==> src/rtl/div_pkg.sv <==
// Shared definitions for the iterative divider.
//   div_state_e  : FSM states (IDLE, RUN, FIX, DONE)
//   DEFAULT_XLEN : default datapath width
//   WORD_W       : word-mode operand width (DIVW/REMW family)
//   WORD_MIN     : most-negative 32-bit value
//   MAX_W        : widest datapath the negate helper supports
//   twos_neg()   : two's complement negate at MAX_W bits
package div_pkg;

  typedef enum logic [1:0] {
    IDLE,
    RUN,
    FIX,
    DONE
  } div_state_e;

  localparam int DEFAULT_XLEN = 64;
  localparam int WORD_W       = 32;
  localparam logic [WORD_W-1:0] WORD_MIN = 32'h8000_0000;
  localparam int MAX_W        = 128;

  // Callers zero-extend into MAX_W and keep the low bits of the result.
  function automatic logic [MAX_W-1:0] twos_neg(input logic [MAX_W-1:0] v);
    return (~v) + {{(MAX_W-1){1'b0}}, 1'b1};
  endfunction

endpackage

==> src/rtl/div_step.sv <==
// One combinational restoring-division step.
//   i_rem  : partial remainder (always < i_div on entry)
//   i_bit  : next dividend bit shifted in
//   i_div  : divisor magnitude
//   o_rem  : new partial remainder
//   o_qbit : quotient bit produced by this step
module div_step #(
  parameter int W = 64
) (
  input  logic [W-1:0] i_rem,
  input  logic         i_bit,
  input  logic [W-1:0] i_div,
  output logic [W-1:0] o_rem,
  output logic         o_qbit
);

  logic [W:0] w_part;
  logic [W:0] w_diff;

  // {rem,bit} < 2*div, so a W+1 bit subtraction sets bit W exactly on borrow.
  assign w_part = {i_rem, i_bit};
  assign w_diff = w_part - {1'b0, i_div};
  assign o_qbit = ~w_diff[W];
  assign o_rem  = o_qbit ? w_diff[W-1:0] : w_part[W-1:0];

endmodule

==> src/rtl/div_unit.sv <==
// Parametrised iterative restoring divider (signed/unsigned, RV64 word mode).
//   clk, reset            : clock, synchronous active-high reset
//   in_valid / in_ready   : request handshake (in_ready high only in IDLE)
//   in_a, in_b            : dividend, divisor
//   div_signed, div_word  : signed op; 32-bit word op with sign-extended result
//   flush                 : kill in-flight op, return to IDLE
//   out_valid / out_ready : result handshake
//   quotient, remainder   : registered results, stable while out_valid
//   busy                  : state != IDLE
// Optional build macro DIV_SPECIAL_BYPASS_EN: divide-by-zero and signed
// overflow load their results at accept and go straight to DONE.
module div_unit
  import div_pkg::*;
#(
  parameter int XLEN  = DEFAULT_XLEN,
  parameter int CNT_W = $clog2(XLEN) + 1
) (
  input  logic            clk,
  input  logic            reset,
  input  logic            in_valid,
  output logic            in_ready,
  input  logic [XLEN-1:0] in_a,
  input  logic [XLEN-1:0] in_b,
  input  logic            div_signed,
  input  logic            div_word,
  input  logic            flush,
  output logic            out_valid,
  input  logic            out_ready,
  output logic [XLEN-1:0] quotient,
  output logic [XLEN-1:0] remainder,
  output logic            busy
);

  // Shift that moves bit 31 to the MSB; word-mode extension uses it.
  localparam int SH = (XLEN > WORD_W) ? XLEN - WORD_W : 0;

  function automatic logic [XLEN-1:0] f_neg(input logic [XLEN-1:0] v);
    logic [MAX_W-1:0] t;
    t = twos_neg(MAX_W'(v));
    return t[XLEN-1:0];
  endfunction

  function automatic logic [XLEN-1:0] f_sext_w(input logic [XLEN-1:0] v);
    logic signed [XLEN-1:0] t;
    t = $signed(v << SH);
    return $unsigned(t >>> SH);
  endfunction

  function automatic logic [XLEN-1:0] f_zext_w(input logic [XLEN-1:0] v);
    return (v << SH) >> SH;
  endfunction

  // Sign correction, special-case override, then word-mode extension.
  function automatic logic [2*XLEN-1:0] f_result(
    input logic [XLEN-1:0] q_mag,
    input logic [XLEN-1:0] r_mag,
    input logic [XLEN-1:0] a_eff,
    input logic            nq,
    input logic            nr,
    input logic            dz,
    input logic            ovf,
    input logic            word
  );
    logic [XLEN-1:0] q;
    logic [XLEN-1:0] r;
    q = nq ? f_neg(q_mag) : q_mag;
    r = nr ? f_neg(r_mag) : r_mag;
    if (dz) begin
      q = '1;
      r = a_eff;
    end else if (ovf) begin
      q = a_eff;
      r = '0;
    end
    if (word) begin
      q = f_sext_w(q);
      r = f_sext_w(r);
    end
    return {q, r};
  endfunction

  div_state_e      r_state;
  div_state_e      w_state_nxt;
  logic [CNT_W-1:0] r_cnt;
  logic [XLEN-1:0] r_dvd;
  logic [XLEN-1:0] r_div;
  logic [XLEN-1:0] r_rem;
  logic [XLEN-1:0] r_q;
  logic [XLEN-1:0] r_a_eff;
  logic            r_neg_q;
  logic            r_neg_r;
  logic            r_dz;
  logic            r_ovf;
  logic            r_word;
  logic [XLEN-1:0] r_quot;
  logic [XLEN-1:0] r_remd;

  logic            w_accept;
  logic [XLEN-1:0] w_a_eff;
  logic [XLEN-1:0] w_b_eff;
  logic            w_sign_a;
  logic            w_sign_b;
  logic [XLEN-1:0] w_abs_a;
  logic [XLEN-1:0] w_abs_b;
  logic [XLEN-1:0] w_min;
  logic            w_dz;
  logic            w_ovf;
  logic [XLEN-1:0] w_dvd_init;
  logic            w_last;
  logic [XLEN-1:0] w_step_rem;
  logic            w_qbit;
  logic [2*XLEN-1:0] w_fix;

  assign in_ready  = (r_state == IDLE);
  assign busy      = (r_state != IDLE);
  assign out_valid = (r_state == DONE);
  assign quotient  = r_quot;
  assign remainder = r_remd;

  assign w_accept = in_valid & in_ready & ~flush;

  assign w_a_eff  = div_word ? (div_signed ? f_sext_w(in_a) : f_zext_w(in_a)) : in_a;
  assign w_b_eff  = div_word ? (div_signed ? f_sext_w(in_b) : f_zext_w(in_b)) : in_b;
  assign w_sign_a = div_signed & w_a_eff[XLEN-1];
  assign w_sign_b = div_signed & w_b_eff[XLEN-1];
  assign w_abs_a  = w_sign_a ? f_neg(w_a_eff) : w_a_eff;
  assign w_abs_b  = w_sign_b ? f_neg(w_b_eff) : w_b_eff;
  assign w_min    = div_word ? f_sext_w(XLEN'(WORD_MIN)) : {1'b1, {(XLEN-1){1'b0}}};
  assign w_dz     = (w_b_eff == '0);
  assign w_ovf    = div_signed & (w_a_eff == w_min) & (w_b_eff == '1);
  // Word mode iterates only 32 steps, so park the dividend's bit 31 at the MSB.
  assign w_dvd_init = div_word ? (w_abs_a << SH) : w_abs_a;

  assign w_last = (r_cnt == (r_word ? CNT_W'(WORD_W - 1) : CNT_W'(XLEN - 1)));
  assign w_fix  = f_result(r_q, r_rem, r_a_eff, r_neg_q, r_neg_r, r_dz, r_ovf, r_word);

`ifdef DIV_SPECIAL_BYPASS_EN
  logic              w_special;
  logic [2*XLEN-1:0] w_byp;
  assign w_special = w_dz | w_ovf;
  assign w_byp = f_result('0, '0, w_a_eff, w_sign_a ^ w_sign_b, w_sign_a,
                          w_dz, w_ovf, div_word);
`endif

  div_step #(.W(XLEN)) u_step (
    .i_rem (r_rem),
    .i_bit (r_dvd[XLEN-1]),
    .i_div (r_div),
    .o_rem (w_step_rem),
    .o_qbit(w_qbit)
  );

  always_ff @(posedge clk) begin
    if (reset) r_state <= IDLE;
    else       r_state <= w_state_nxt;
  end

  always_comb begin
    w_state_nxt = r_state;
    case (r_state)
      IDLE: begin
        if (w_accept) begin
`ifdef DIV_SPECIAL_BYPASS_EN
          w_state_nxt = w_special ? DONE : RUN;
`else
          w_state_nxt = RUN;
`endif
        end
      end
      RUN:  if (w_last) w_state_nxt = FIX;
      FIX:  w_state_nxt = DONE;
      DONE: if (out_ready) w_state_nxt = IDLE;
      default: w_state_nxt = IDLE;
    endcase
    if (flush) w_state_nxt = IDLE;
  end

  always_ff @(posedge clk) begin
    if (reset) begin
      r_cnt   <= '0;
      r_dvd   <= '0;
      r_div   <= '0;
      r_rem   <= '0;
      r_q     <= '0;
      r_a_eff <= '0;
      r_neg_q <= 1'b0;
      r_neg_r <= 1'b0;
      r_dz    <= 1'b0;
      r_ovf   <= 1'b0;
      r_word  <= 1'b0;
      r_quot  <= '0;
      r_remd  <= '0;
    end else begin
      if (r_state == RUN && !flush) r_cnt <= r_cnt + CNT_W'(1);
      else                          r_cnt <= '0;

      case (r_state)
        IDLE: begin
          if (w_accept) begin
            r_dvd   <= w_dvd_init;
            r_div   <= w_abs_b;
            r_rem   <= '0;
            r_q     <= '0;
            r_a_eff <= w_a_eff;
            r_neg_q <= w_sign_a ^ w_sign_b;
            r_neg_r <= w_sign_a;
            r_dz    <= w_dz;
            r_ovf   <= w_ovf;
            r_word  <= div_word;
`ifdef DIV_SPECIAL_BYPASS_EN
            if (w_special) begin
              r_quot <= w_byp[2*XLEN-1:XLEN];
              r_remd <= w_byp[XLEN-1:0];
            end
`endif
          end
        end
        RUN: begin
          r_rem <= w_step_rem;
          r_q   <= {r_q[XLEN-2:0], w_qbit};
          r_dvd <= {r_dvd[XLEN-2:0], 1'b0};
        end
        FIX: begin
          if (!flush) begin
            r_quot <= w_fix[2*XLEN-1:XLEN];
            r_remd <= w_fix[XLEN-1:0];
          end
        end
        default: ;
      endcase
    end
  end

endmodule

==> config.mk <==
export PLATFORM = sky130hd
export DESIGN_NAME = div_unit
export DESIGN_NICKNAME = d
export VERILOG_FILES = /design/src/rtl/div_pkg.sv /design/src/rtl/div_step.sv /design/src/rtl/div_unit.sv
export SDC_FILE = /design/constraint.sdc
export NUM_CORES = 2
export LEC_CHECK = 0
export CAP_MARGIN = 20
export CORE_MARGIN = 2
export CORE_UTILIZATION = 35
export DETAILED_ROUTE_END_ITERATION = 8
export DONT_BUFFER_PORTS = 1
export HOLD_SLACK_MARGIN = 0.12
export PLACE_DENSITY = 0.57
export SYNTH_ARGS = -nofsm -noshare
export SYNTH_HDL_FRONTEND = slang
export SYNTH_HIERARCHICAL = 1
export SYNTH_SLANG_ARGS = --single-unit
==> constraint.sdc <==
create_clock -name clk -period 6.27 [get_ports clk]
set_input_delay 0.9405 -clock clk [delete_from_list [all_inputs] [get_ports clk]]
set_output_delay 0.9405 -clock clk [all_outputs]
set_load 0.1 [all_outputs]
-- Word level (Yosys, flattened, before mapping)
Index checks and enable logic that the tools add are counted.
- register bits: 462
- latch bits: 0
- memory bits (writable): 0
- memory bits (read-only): 0
- input bits: 135
- output and inout port bits: 131
- word-level logic and storage cells: 82
- memories kept: 0
- $add $sub $neg: 6
- multipliers: 0
- divide/modulo/power cells: 0
- magnitude comparators: 0
- equal/unequal tests: 9
- shift operators: 0
- mux-type cells: 27
- bitwise gates (word level): 14
- reduce and logical (&&, ||, !) cells: 12
- operators by type and width (cell ; count):
    $mux 64 ; 18
    $pmux 64 s2 ; 3
    $add 64x1->64 const B ; 4
    $not 64->64 ; 4
    $sub 65x64->65 ; 1
    $eq 64x64->1 ; 1
    $eq 64x64->1 const B ; 1
    $logic_not 64->1 ; 1
    $mux 63 ; 1
    $pmux 2 s4 ; 1
    $add 7x1->7 const B ; 1
    $eq 7x6->1 ; 1
    $and 1x1->1 ; 6
    $mux 2 ; 3
    $mux 6 ; 1
    $reduce_and 2->1 ; 3
    $eq 2x2->1 const B ; 2
    $ne 2x1->1 const B ; 2
    $reduce_bool 2->1 ; 2
    $reduce_or 2->1 ; 2
    $not 1->1 ; 3
    $reduce_and 3->1 ; 1
    $eq 2x1->1 const B ; 1
    $logic_not 2->1 ; 1
    4 further kinds ; 4

-- Logic depth before layout (Yosys ltp)
- depth after elaboration: 8
- depth in mapped cells: 18

-- By module
The synthesis kept the hierarchy.
- by module, submodules not included (module ; times used ; cells each ; area each (µm²) ; sequential area each (µm²)):
    div_unit ; 1 ; 3010 ; 24420.9 ; 9248.9
    div_step ; 1 ; 795 ; 4725.8 ; 0.0

-- Least setup slack after synthesis
No wires, ideal clock.
- path type: register to register
- start point: register r_state[0]
- end point: register r_a_eff[31]
- setup time: 0.070 ns
- arrival: 3.514 ns
- path slack: 2.686 ns
- stages on the path, launching flop included: 10
- cells stage by stage: dfxtp_1 -> inv_1 -> ha_1 -> inv_1 -> nor3b_1 -> clkbuf_1 -> clkbuf_1 -> buf_1 -> nand2_1 -> a21oi_1
- longest elaborated chain between the ends: 4
- RTL lines (item ; RTL line ; text):
    start, declared ; div_unit.sv:82 ; div_state_e r_state;
    start signal, assigned ; div_unit.sv:155 ; else r_state <= w_state_nxt;
    $logic_not 2->1 (*) ; div_unit.sv:114 ; assign in_ready = (r_state == IDLE);
    named net in_ready ; div_unit.sv:21 ; output logic in_ready,
    $and 1x1->1 (2 in series) ; div_unit.sv:120 ; assign w_accept = in_valid & in_ready & ~flush;
    $reduce_and 2->1 (no line) (*) ; - ;
    end signal, assigned ; div_unit.sv:204 ; r_a_eff <= w_a_eff;
    end, declared ; div_unit.sv:89 ; logic [XLEN-1:0] r_a_eff;
The timed path passes the listed nets; every way through them passes the cells marked *.
A chain may end at the register's enable or synchronous reset.

-- Worst setup path after layout
- start point: register r_dvd[63]
- end point: register r_rem[60]
- longest elaborated chain between the ends: 3
- RTL lines (item ; RTL line ; text):
    start, declared ; div_unit.sv:85 ; logic [XLEN-1:0] r_dvd;
    start signal, assigned ; div_unit.sv:200 ; r_dvd <= w_dvd_init;
    start signal, assigned ; div_unit.sv:221 ; r_dvd <= {r_dvd[XLEN-2:0], 1'b0};
    $sub 65x64->65 ; div_step.sv:22 ; assign w_diff = w_part - {1'b0, i_div};
    $mux 64 ; div_step.sv:24 ; assign o_rem = o_qbit ? w_diff[W-1:0] : w_part[W-1:0];
    named net w_step_rem[60] ; div_unit.sv:110 ; logic [XLEN-1:0] w_step_rem;
    $pmux 64 s2 ; div_unit.sv:197 ; case (r_state)
    end signal, assigned ; div_unit.sv:219 ; r_rem <= w_step_rem;
    end, declared ; div_unit.sv:87 ; logic [XLEN-1:0] r_rem;
The timed path passes the listed nets, and every way through them passes these cells.

==> flow_summary_export.csv <==
group,metric,value,unit
layout,num_antenna_cells,0,
floorplan,dieArea,85600,sq um
synth,synth.net_count,4015,
synth,synth_compound_area_share,29.18,%
floorplan,die_x,292.6,um
worst_setup_path,critPathTopFamily,"compound AO/OA/AOI/OAI gates",
clock_network,post_cts_buffers,0,
synth,ys_types,96,
drt,viasPerCell,6.105,
synth,synth.area.mux_share,0.5967,%
floorplan,fp-row-count,105,
worst_setup_path,crit_slowest_cell,"or4b_1",
drt,wl_per_cell,24.82,um
clock_network,htree_levels,2,
worst_setup_path,cp_slowest_stage_delay,0.51,ns
clock_network,tritoncts,"done",
timing,worst_slew_pin_slew,1.671,ns
timing,setup_tns,0,ns
drt,detail_route.wirelength,117000,um
timing,slew_headroom,-11.41,%
drt,vias,28769,
timing,fin_crit_sh,65.64,%
clock_network,clkLatencyLatePin,0.62,ns
worst_setup_path,crit_path_start_kind,"flip-flop",
synth,synthSimpleGateAreaFrac,20.96,%
synth,synthArstFlopShare,0,%
global_routing,grt_overflow,0,
worst_setup_path,worst-path-buf-inv,2,
clock_network,numCtsBuffers,51,
timing,max_freq,0.2430,GHz
timing,drv_slew,199,
synth,avgSynthCellArea,7.660,sq um
floorplan,io_pins,266,
global_routing,antenna_found_initial,1,
synth,synth_top_family_by_area,"compound AO/OA/AOI/OAI gates",
synth,synth_ff_type,"dfxtp_1",
layout,final_net_count,3810,
worst_setup_path,path_cells,"inv_1, ha_1, fa_1, nor2b_1, o31a_1, o221ai_1, o211ai_2, a211oi_2, o21ai_2, a41oi_2, xor2_4, buf_12, or4b_1, nand3b_1, a22oi_1, nor2_1",
worst_setup_path,worstPathRequired,6.80,ns
worst_setup_path,cp.arrival,4.64,ns
synth,yosysWarningCount,6,
global_routing,grt_pass1_vias,26030,
placement,hpwl,86770,um
timing,period_minus_slack,4.116,ns
layout,final_area,31510,sq um
floorplan,core_area,82240,sq um
global_routing,grt_pass1_wl,173500,um
clock_network,clk_transition_reported_paths,0.07,ns
outcome,violations,"slew limit",
synth,synth-seq-cells,462,
synth,synth_edf_count,0,
placement,numPortBuffers,0,
floorplan,chipHeight,292.6,um
drt,remaining_drc_errors,0,
clock_network,postCtsHoldBufs,0,
layout,layout-drive-gt1-share,6.205,%
placement,placed_area,29720,sq um
run,maxCapViolations,0,
placement,gp_congestion,1.008,
clock_network,clock_tree.buffer_depth,3,
synth,synthXorXnorAreaFrac,8.620,%
timing,finalHoldViolCount,0,
synth,netlist_instances,3805,
timing,clock_skew,0.01851,ns
power_and_ir_drop,ir_drop,0.2430,mV
outcome,status,"finished with violations",
layout,nFillCells,8558,
power_and_ir_drop,leakage,11.52,nW
synth,synth_seq_area_share,31.73,%
drt,drt_iter0_markers,3330,
worst_setup_path,crit_type,"reg -> reg",
drt,drtAntennaViolNets,0,
clock_network,post_cts_resized,0,
power_and_ir_drop,powerDensity,230.7,nW/um^2
global_routing,grt_max_degree,371,
timing,setup_viol,0,
timing,rsz0062_at_grt,"false",
clock_network,clock_sinks,462,
worst_setup_path,cp-end-kind,"flip-flop",
hold_path,hold_path_class,"in -> reg",
synth,synth_area,29150,sq um
synth,synthAdderAreaFrac,3.245,%
drt,first_pass_iters,6,
global_routing,track_usage,26.15,%
clock_network,ctsRootBufferMaster,"clkbuf_16",
layout,syn_to_final_growth,8.100,%
worst_setup_path,worst-path-max-fanout,130,
floorplan,start_util,35.44,%
timing,holdWs,0.3835,ns
[cells in the final DEF (no fill, tap or decap), types with 63 or more instances in the layout]
cell type	n
xnor2_1	159
a21oi_1	267
nor2_1	509
a211oi_1	101
dfxtp_1	458
xor2_1	126
nand2_1	342
a22oi_1	161
ha_1	73
nand4_1	63
nor3_1	134
inv_1	121
o31ai_1	67
o21ai_0	232
[synthesized netlist by cell type (63+ instances only)]
master | n | area share, %
a211oi_1 | 101 | 2.6
o31ai_1 | 67 | 1.7
nor2_1 | 512 | 6.6
nand2_1 | 342 | 4.4
ha_1 | 74 | 3.2
dfxtp_1 | 462 | 32
xnor2_1 | 159 | 4.8
o21ai_0 | 232 | 4.0
a22oi_1 | 161 | 4.1
nand4_1 | 63 | 1.4
a21oi_1 | 269 | 4.6
xor2_1 | 126 | 3.8
inv_1 | 121 | 1.6
nor3_1 | 134 | 2.3
clkbuf_1 | 241 | 3.1
[metrics by stage]
step	utilization, %	power (mW)	setup slack (ns)	instances
finish	38.31	7.268	2.154	4712
CTS	38.31	7.285	2.202	4712
detailed placement	36.14	4.089	2.240	4617
floorplan	-	3.865	2.686	3805
global placement	36.11	4.087	2.285	4616
global route	38.31	7.509	2.028	4712
[worst reg2reg max path, delay by kind of cell, from the launching register on]
family                     cells  cell delay (ns)
DFF                            1             0.49
adders and majority gates      2             0.65
AOI/OAI and AO/OA              7             1.41
xor gates and xnor gates       1             0.21
buffers and inverters          2             0.34
and+or+nand+nor                4             0.90
[layout make-up]
| type | instances | area, sq um | share of cell area (%) |
|---|---|---|---|
| flip-flops and latches | 462 | 9254 | 29.37 |
| clock buffers | 70 | 1478 | 4.690 |
| inverters | 122 | 457.9 | 1.453 |
| repair buffers | 37 | 335.3 | 1.064 |
| well taps | 1070 | 1339 | 4.249 |
| clock inverters | 25 | 307.8 | 0.9769 |
| multi-input cells | 2926 | 18340 | 58.20 |
[final timing paths]
path                                from                 endpoint  slack [ns]  cells after the start
setup / recovery  r_dvd[63]$_SDFFE_PP0P_   r_rem[60]$_SDFFE_PP0P_        2.15                     16
hold / removal                     flush  r_state[1]$_SDFFE_PP0P_        0.38                      1
setup reg to reg  r_dvd[63]$_SDFFE_PP0P_   r_rem[60]$_SDFFE_PP0P_        2.15                     16
hold reg to reg      r_cnt[0]$_SDFF_PP0_      r_cnt[0]$_SDFF_PP0_        0.45                      1
[kinds of logic after synthesis]
family	after synthesis
and+or+nand+nor	1307
AOI/OAI and AO/OA	1241
adders and majority gates	75
xor gates and xnor gates	286
buffers and inverters	417
DFF	462
muxes	17
[registers in the layout, summed over array words and instances, names as in the netlist]
name	cells
quotient	64
r_a_eff	64
r_div	64
r_dvd	64
r_q	64
r_rem	64
remainder	64
r_cnt	7
r_state	2
r_dz	1
r_neg_q	1
r_neg_r	1
r_ovf	1
r_word	1
[routing by layer]
layer	track usage, %	vias to the layer above	routed length, um
li1	-	13524	-
met1	35.54	13671	49990
met2	39.42	1340	50420
met3	5.107	234	10140
met4	12.97	0	6414
met5	0	-	0
[power breakdown]
group	leakage, nW	switching, mW	internal (mW)
combinational	6.90	0.576	0.310
sequential	3.75	0.138	3.03
clock	0.871	1.35	1.87
total	11.5	2.07	5.20
No activity file was read; power rests on OpenSTA's default activity.
